===== src/rtl/jacobi_pivot_search.sv =====
// Pivot search for the Jacobi eigen-solver: scans the strict upper triangle for the largest |a_ij|,
// then fetches a_pp/a_qq. Optional macro JACOBI_PIVOT_THRESH_EN enables the convergence threshold.
module jacobi_pivot_search #(
  parameter int N  = 32,
  parameter int W  = 32,
  parameter int AW = $clog2(N)
) (
  input  logic          clk,
  input  logic          reset,
  input  logic          start,
  output logic          busy,
  output logic          mat_rd_en,
  output logic [AW-1:0] mat_rd_row,
  output logic [AW-1:0] mat_rd_col,
  input  logic [W-1:0]  mat_rd_data,
  input  logic [W-1:0]  thresh,
  output logic [AW-1:0] row,
  output logic [AW-1:0] col,
  output logic [W-1:0]  a_pp,
  output logic [W-1:0]  a_qq,
  output logic [W-1:0]  a_pq,
  output logic          ready_flag,
  output logic          converged
);

  typedef enum logic [2:0] {
    S_IDLE  = 3'd0,
    S_SCAN  = 3'd1,
    S_FLUSH = 3'd2,
    S_RD_PP = 3'd3,
    S_RD_QQ = 3'd4,
    S_CAP   = 3'd5,
    S_DONE  = 3'd6
  } state_e;

  // Saturating magnitude: the most negative code maps to the largest positive code.
  function automatic logic [W-1:0] sat_abs(input logic [W-1:0] x);
    logic [W-1:0] r;
    if (x == {1'b1, {(W-1){1'b0}}}) begin
      r = {1'b0, {(W-1){1'b1}}};
    end else if (x[W-1]) begin
      r = ~x + {{(W-1){1'b0}}, 1'b1};
    end else begin
      r = x;
    end
    return r;
  endfunction

  state_e        state_q, state_d;
  logic [AW-1:0] i_q, i_d, j_q, j_d;
  logic          tag_vld_q, tag_vld_d;
  logic [AW-1:0] tag_i_q, tag_i_d, tag_j_q, tag_j_d;
  logic          first_q, first_d;
  logic [W-1:0]  max_abs_q, max_abs_d, max_val_q, max_val_d;
  logic [AW-1:0] max_i_q, max_i_d, max_j_q, max_j_d;
  logic [W-1:0]  app_q, app_d;
  logic [AW-1:0] row_q, row_d, col_q, col_d;
  logic [W-1:0]  a_pp_q, a_pp_d, a_qq_q, a_qq_d, a_pq_q, a_pq_d;
  logic          ready_q, ready_d, conv_q, conv_d;
  logic          rd_en_s;
  logic [AW-1:0] rd_row_s, rd_col_s;
  logic          last_pair_s;
  logic [W-1:0]  rd_abs_s;
  logic          below_thresh_s;

  assign last_pair_s = (i_q == AW'(N-2)) && (j_q == AW'(N-1));
  assign rd_abs_s    = sat_abs(mat_rd_data);

`ifdef JACOBI_PIVOT_THRESH_EN
  assign below_thresh_s = (max_abs_q < thresh);
`else
  logic unused_thresh_s;
  assign unused_thresh_s = ^thresh;
  assign below_thresh_s  = 1'b0;
`endif

  // State register and all datapath registers.
  always_ff @(posedge clk or posedge reset) begin
    if (reset) begin
      state_q   <= S_IDLE;
      i_q       <= '0;
      j_q       <= '0;
      tag_vld_q <= 1'b0;
      tag_i_q   <= '0;
      tag_j_q   <= '0;
      first_q   <= 1'b0;
      max_abs_q <= '0;
      max_val_q <= '0;
      max_i_q   <= '0;
      max_j_q   <= '0;
      app_q     <= '0;
      row_q     <= '0;
      col_q     <= '0;
      a_pp_q    <= '0;
      a_qq_q    <= '0;
      a_pq_q    <= '0;
      ready_q   <= 1'b0;
      conv_q    <= 1'b0;
    end else begin
      state_q   <= state_d;
      i_q       <= i_d;
      j_q       <= j_d;
      tag_vld_q <= tag_vld_d;
      tag_i_q   <= tag_i_d;
      tag_j_q   <= tag_j_d;
      first_q   <= first_d;
      max_abs_q <= max_abs_d;
      max_val_q <= max_val_d;
      max_i_q   <= max_i_d;
      max_j_q   <= max_j_d;
      app_q     <= app_d;
      row_q     <= row_d;
      col_q     <= col_d;
      a_pp_q    <= a_pp_d;
      a_qq_q    <= a_qq_d;
      a_pq_q    <= a_pq_d;
      ready_q   <= ready_d;
      conv_q    <= conv_d;
    end
  end

  // Next-state, scan sequencing, running-max compare and result capture.
  always_comb begin
    state_d   = state_q;
    i_d       = i_q;
    j_d       = j_q;
    tag_vld_d = 1'b0;
    tag_i_d   = tag_i_q;
    tag_j_d   = tag_j_q;
    first_d   = first_q;
    max_abs_d = max_abs_q;
    max_val_d = max_val_q;
    max_i_d   = max_i_q;
    max_j_d   = max_j_q;
    app_d     = app_q;
    row_d     = row_q;
    col_d     = col_q;
    a_pp_d    = a_pp_q;
    a_qq_d    = a_qq_q;
    a_pq_d    = a_pq_q;
    ready_d   = 1'b0;
    conv_d    = 1'b0;
    rd_en_s   = 1'b0;
    rd_row_s  = '0;
    rd_col_s  = '0;

    // Strict '>' keeps the earliest pair in scan order on ties.
    if (tag_vld_q) begin
      if (first_q || (rd_abs_s > max_abs_q)) begin
        max_abs_d = rd_abs_s;
        max_val_d = mat_rd_data;
        max_i_d   = tag_i_q;
        max_j_d   = tag_j_q;
      end else begin
        max_abs_d = max_abs_q;
      end
      first_d = 1'b0;
    end else begin
      first_d = first_q;
    end

    case (state_q)
      S_IDLE: begin
        if (start) begin
          state_d = S_SCAN;
          i_d     = '0;
          j_d     = AW'(1);
          first_d = 1'b1;
        end else begin
          state_d = S_IDLE;
        end
      end
      S_SCAN: begin
        rd_en_s   = 1'b1;
        rd_row_s  = i_q;
        rd_col_s  = j_q;
        tag_vld_d = 1'b1;
        tag_i_d   = i_q;
        tag_j_d   = j_q;
        if (last_pair_s) begin
          state_d = S_FLUSH;
        end else if (j_q == AW'(N-1)) begin
          i_d = i_q + AW'(1);
          j_d = i_q + AW'(2);
        end else begin
          j_d = j_q + AW'(1);
        end
      end
      S_FLUSH: begin
        state_d = S_RD_PP;
      end
      S_RD_PP: begin
        rd_en_s  = 1'b1;
        rd_row_s = max_i_q;
        rd_col_s = max_i_q;
        state_d  = S_RD_QQ;
      end
      S_RD_QQ: begin
        rd_en_s  = 1'b1;
        rd_row_s = max_j_q;
        rd_col_s = max_j_q;
        app_d    = mat_rd_data;
        state_d  = S_CAP;
      end
      S_CAP: begin
        row_d   = max_i_q;
        col_d   = max_j_q;
        a_pp_d  = app_q;
        a_qq_d  = mat_rd_data;
        a_pq_d  = max_val_q;
        if (below_thresh_s) begin
          conv_d = 1'b1;
        end else begin
          ready_d = 1'b1;
        end
        state_d = S_DONE;
      end
      S_DONE: begin
        state_d = S_IDLE;
      end
      default: begin
        state_d = S_IDLE;
      end
    endcase
  end

  assign busy       = (state_q != S_IDLE);
  assign mat_rd_en  = rd_en_s;
  assign mat_rd_row = rd_row_s;
  assign mat_rd_col = rd_col_s;
  assign row        = row_q;
  assign col        = col_q;
  assign a_pp       = a_pp_q;
  assign a_qq       = a_qq_q;
  assign a_pq       = a_pq_q;
  assign ready_flag = ready_q;
  assign converged  = conv_q;

endmodule


===== config.mk =====
export PLATFORM = sky130hd
export DESIGN_NAME = jacobi_pivot_search
export DESIGN_NICKNAME = d
export VERILOG_FILES = /design/src/rtl/jacobi_pivot_search.sv
export SDC_FILE = /design/constraint.sdc
export NUM_CORES = 1
export LEC_CHECK = 0
export CORE_MARGIN = 2
export CORE_UTILIZATION = 53
export DETAILED_ROUTE_END_ITERATION = 10
export GPL_TIMING_DRIVEN = 0
export PLACE_DENSITY_LB_ADDON = 0.2
export SYNTH_ARGS = -nofsm -noshare
export SYNTH_HDL_FRONTEND = slang
export SYNTH_SLANG_ARGS = --single-unit

===== constraint.sdc =====
create_clock -name clk -period 9.7 [get_ports clk]
set_clock_uncertainty 0.15 [all_clocks]
set_input_delay 1.94 -clock clk [delete_from_list [all_inputs] [get_ports clk]]
set_output_delay 1.94 -clock clk [all_outputs]
set_load 0.02 [all_outputs]

==> summary.log <==
INFO  routing        drcViolationCount=0
INFO  min_path       holdPathStages=2
INFO  outcome        run_status=completed
INFO  synthesis      ys_warn_count=0
INFO  routing        dr.first_iter.drc_count=379
INFO  placement      port-buffer-count=150
INFO  timing         setup_total_negative_slack=0ps
INFO  floorplanning  die_w=147.5µm
INFO  synthesis      post_synth_inst_count=925
INFO  critical_path  startpoint=mat_rd_data[23]
INFO  clock_network  cts_hold_repair.buffers=0
INFO  synthesis      synth_enable_flop_cells=0
INFO  clock_network  post_cts_buffers=0
INFO  synthesis      synthesis.area_per_instance=11.79µm²
INFO  grt            grt_remaining_overflow=0
INFO  floorplanning  coreArea=0.02023mm²
INFO  synthesis      synth_flop_cell=sky130_fd_sc_hd__dfrtp_1
INFO  layout         layout_common_cells=sky130_fd_sc_hd__dfrtp_1 (238), sky130_fd_sc_hd__mux2_2 (180), sky130_fd_sc_hd__nand2_1 (156), sky130_fd_sc_hd__clkdlybuf4s50_1 (150), sky130_fd_sc_hd__inv_1 (41)
INFO  clock_network  number_of_cts_inserted_buffers=25
INFO  clock_network  cts-root-buf=sky130_fd_sc_hd__clkbuf_16
INFO  layout         fillerInstances=1,568
INFO  critical_path  r2r_slack=6090ps
INFO  timing         worst_slew_pin_slew=969.1ps
INFO  critical_path  critical_path_required=9940ps
INFO  layout         multi_input_area=0.004587mm²
INFO  synthesis      yosysSeqAreaShare=54.60%
INFO  critical_path  worstSetupEndpointType=register
INFO  timing         timing.max_slew.rel_slack=35.23%
INFO  run            maxCapViolations=0
INFO  min_path       worst_hold_path_type=register to register
INFO  placement      place_ws=1669ps
INFO  grt            global_route_wire_length_before_repair=40,390µm
INFO  power          power=3.083mW
INFO  timing         finalCriticalPeriod=7491ps
INFO  floorplanning  placement_rows=52
INFO  routing        num_vias=7,561
INFO  grt            grt_pass1_vias=7,552
INFO  timing         grt_setup_unrepaired=no
INFO  floorplanning  ios=187
INFO  power          worst_voltage_drop_across_the_vdd_grid=0.0001823V
INFO  layout         layout.cell_area.non_filler=0.01366mm²
INFO  placement      place_congestion=0.8311
INFO  timing         max_freq=133.5MHz
INFO  clock_network  cts_htree_levels=1
INFO  layout         nets=1,208
INFO  grt            grt_antenna_before_repair=0
INFO  routing        drt_pass1_iterations=4
INFO  layout         seq_area=0.005956mm²
INFO  synthesis      mappedNetlistArea=0.01091mm²
INFO  timing         setup_slack=2209ps
INFO  power          cellPowerDensity=225.8mW/mm²
INFO  power          static-leakage-power=6.419nW
INFO  clock_network  numClockSinks=238
INFO  placement      dpl_cell_area=0.01278mm²
INFO  clock_network  clk_pin_slew=60ps
INFO  routing        route.antenna.remaining_nets=0
INFO  clock_network  cts_tree=done
INFO  critical_path  critical_path.reg2reg.endpoint=max_val_q[12]$_DFFE_PP0P_
INFO  synthesis      synth_fp_nets=1,030
INFO  critical_path  crit_type=input pin to register
INFO  timing         final-setup-viol-count=0
INFO  critical_path  worst_setup_path_start_kind=input pin
INFO  grt            pin_count_of_the_biggest_net_entering_global_routing=121
INFO  min_path       whs_endpoint=a_qq[12]$_DFFE_PP0P_
INFO  min_path       worstHoldStart=a_qq[12]$_DFFE_PP0P_
INFO  critical_path  crit_fanout=10
INFO  timing         timing_hold_violations_final=0
INFO  grt            grt.total_usage=23.09%
INFO  synthesis      seq_cells_post_synth=238
INFO  floorplanning  die_height=147.5µm
INFO  synthesis      post_synth_num_cell_types=52
INFO  critical_path  arrival_time_at_the_worst_endpoint=7740ps
INFO  clock_network  cts_buffer_depth=3
INFO  timing         whs=320.8ps
INFO  layout         final_common_cell=sky130_fd_sc_hd__dfrtp_1
INFO  routing        drt-vias-per-instance=5.436
INFO  routing        wire_per_inst=17.67µm
INFO  floorplanning  initial_utilization=53.91%
INFO  layout         antenna_cells=0
INFO  clock_network  cts_resized=0
INFO  synthesis      post_synthesis_async_set_or_reset_flop_share=100.0%
INFO  timing         layout_worst_path_cycle_share=77.23%
INFO  critical_path  worstReg2RegStart=max_abs_q[31]$_DFFE_PP0P_
INFO  clock_network  worst_skew_late_latency=510ps
INFO  floorplanning  fp.dieArea=0.02174mm²
INFO  critical_path  worstRegToRegCells=10
INFO  placement      dpl.hpwl=16,850µm
INFO  timing         slew_violations=0
INFO  layout         layout-area-overhead-vs-synth=25.19%
INFO  layout         final_layout_size_suffix_gt1_share=21.23%
INFO  routing        routed_wirelength=24,580µm
critical path, stage by stage:
cell	delay, ps
sky130_fd_sc_hd__clkdlybuf4s50_1	550
sky130_fd_sc_hd__or4_1	680
sky130_fd_sc_hd__nor4_1	590
sky130_fd_sc_hd__nor4b_2	900
sky130_fd_sc_hd__nor2_1	90
sky130_fd_sc_hd__mux2i_1	210
sky130_fd_sc_hd__ha_1	150
sky130_fd_sc_hd__nand4_1	190
sky130_fd_sc_hd__or4_1	610
sky130_fd_sc_hd__nor4_1	280
sky130_fd_sc_hd__a211oi_1	80
sky130_fd_sc_hd__a31oi_1	190
sky130_fd_sc_hd__clkbuf_1	440
sky130_fd_sc_hd__buf_2	440
sky130_fd_sc_hd__mux2_2	380
stage by stage:
| stage | utilization [%] | std cells |
|---|---|---|
| floorplan | - | 925 |
| global placement | 63.00 | 1345 |
| detailed placement | 63.17 | 1346 |
| CTS | 67.49 | 1391 |
| global route | 67.49 | 1391 |
| finish | 67.49 | 1391 |
final cells by class:
| type | instances | area share (%) |
|---|---|---|
| sequential | 238 | 43.61 |
| inverter | 43 | 1.237 |
| buffer | 45 | 1.493 |
| clock inverter | 8 | 1.045 |
| tap | 270 | 2.474 |
| clock buffer | 37 | 5.351 |
| timing repair buffer | 151 | 11.20 |
| multi-input combinational | 599 | 33.59 |
registers in the layout (all words and copies together), names as in the netlist, 3 cells and up:
signal,count
j_q,5
row,5
max_j_q,5
a_pp,32
i_q,5
max_abs_q,32
a_qq,32
state_q,3
max_i_q,5
tag_j_q,5
col,5
max_val_q,32
a_pq,32
tag_i_q,5
app_q,32
metal layers:
metal  routed length, µm  GRT usage [%]
met1               11210          32.32
met2               11640          37.87
met3                1103          3.796
met4                 619          6.154
met5                   0              0
cell usage after synthesis (5+ instances only):
| library cell | n | area share (%) |
|---|---|---|
| sky130_fd_sc_hd__buf_1 | 6 | 0.21 |
| sky130_fd_sc_hd__or3_1 | 9 | 0.52 |
| sky130_fd_sc_hd__nor2_1 | 20 | 0.69 |
| sky130_fd_sc_hd__mux2_2 | 180 | 19 |
| sky130_fd_sc_hd__nand4_1 | 7 | 0.40 |
| sky130_fd_sc_hd__dfrtp_1 | 238 | 55 |
| sky130_fd_sc_hd__inv_1 | 42 | 1.4 |
| sky130_fd_sc_hd__clkbuf_1 | 28 | 0.96 |
| sky130_fd_sc_hd__ha_1 | 38 | 4.4 |
| sky130_fd_sc_hd__buf_2 | 7 | 0.32 |
| sky130_fd_sc_hd__nand3_1 | 8 | 0.37 |
| sky130_fd_sc_hd__nor4_1 | 7 | 0.40 |
| sky130_fd_sc_hd__a21o_1 | 5 | 0.34 |
| sky130_fd_sc_hd__nand2_1 | 156 | 5.4 |
| sky130_fd_sc_hd__mux2i_1 | 15 | 1.4 |
| sky130_fd_sc_hd__nand2b_1 | 5 | 0.29 |
| sky130_fd_sc_hd__xor2_1 | 21 | 1.7 |
| sky130_fd_sc_hd__o31ai_1 | 6 | 0.41 |
| sky130_fd_sc_hd__nor3_1 | 13 | 0.60 |
| sky130_fd_sc_hd__a21oi_1 | 21 | 0.96 |
| sky130_fd_sc_hd__o21ai_0 | 36 | 1.7 |
worst max path at each step:
stage | endpoint | slack, ps | depth (start not counted)
after global placement | a_pq[11]$_DFFE_PP0P_ | -1910 | 2
after floorplan | a_pp[0]$_DFFE_PP0P_ | 1080 | 1
final | max_val_q[12]$_DFFE_PP0P_ | 2210 | 15
after CTS | max_val_q[12]$_DFFE_PP0P_ | 2190 | 15
after global routing | max_val_q[12]$_DFFE_PP0P_ | 1580 | 15
after detailed placement | max_val_q[12]$_DFFE_PP0P_ | 1670 | 15
cell families (layout without fill, tap and decap cells):
family,Yosys count,count (layout),synth area share (%)
AOI/OAI and AO/OA,96,96,5.655
xor gates and xnor gates,25,25,2.007
adders and majority gates,38,38,4.359
buffers and inverters,88,284,3.349
DFF,238,238,54.60
muxes,197,197,20.17
other,1,1,0.03438
and+or+nand+nor,242,242,9.830
where the power goes:
part           switching (mW)  total [mW]  internal (mW)
clock                   0.380        1.01          0.625
sequential              0.113        1.29           1.18
combinational           0.382       0.783          0.400
Note: power is estimated with default switching activity, not from simulation.
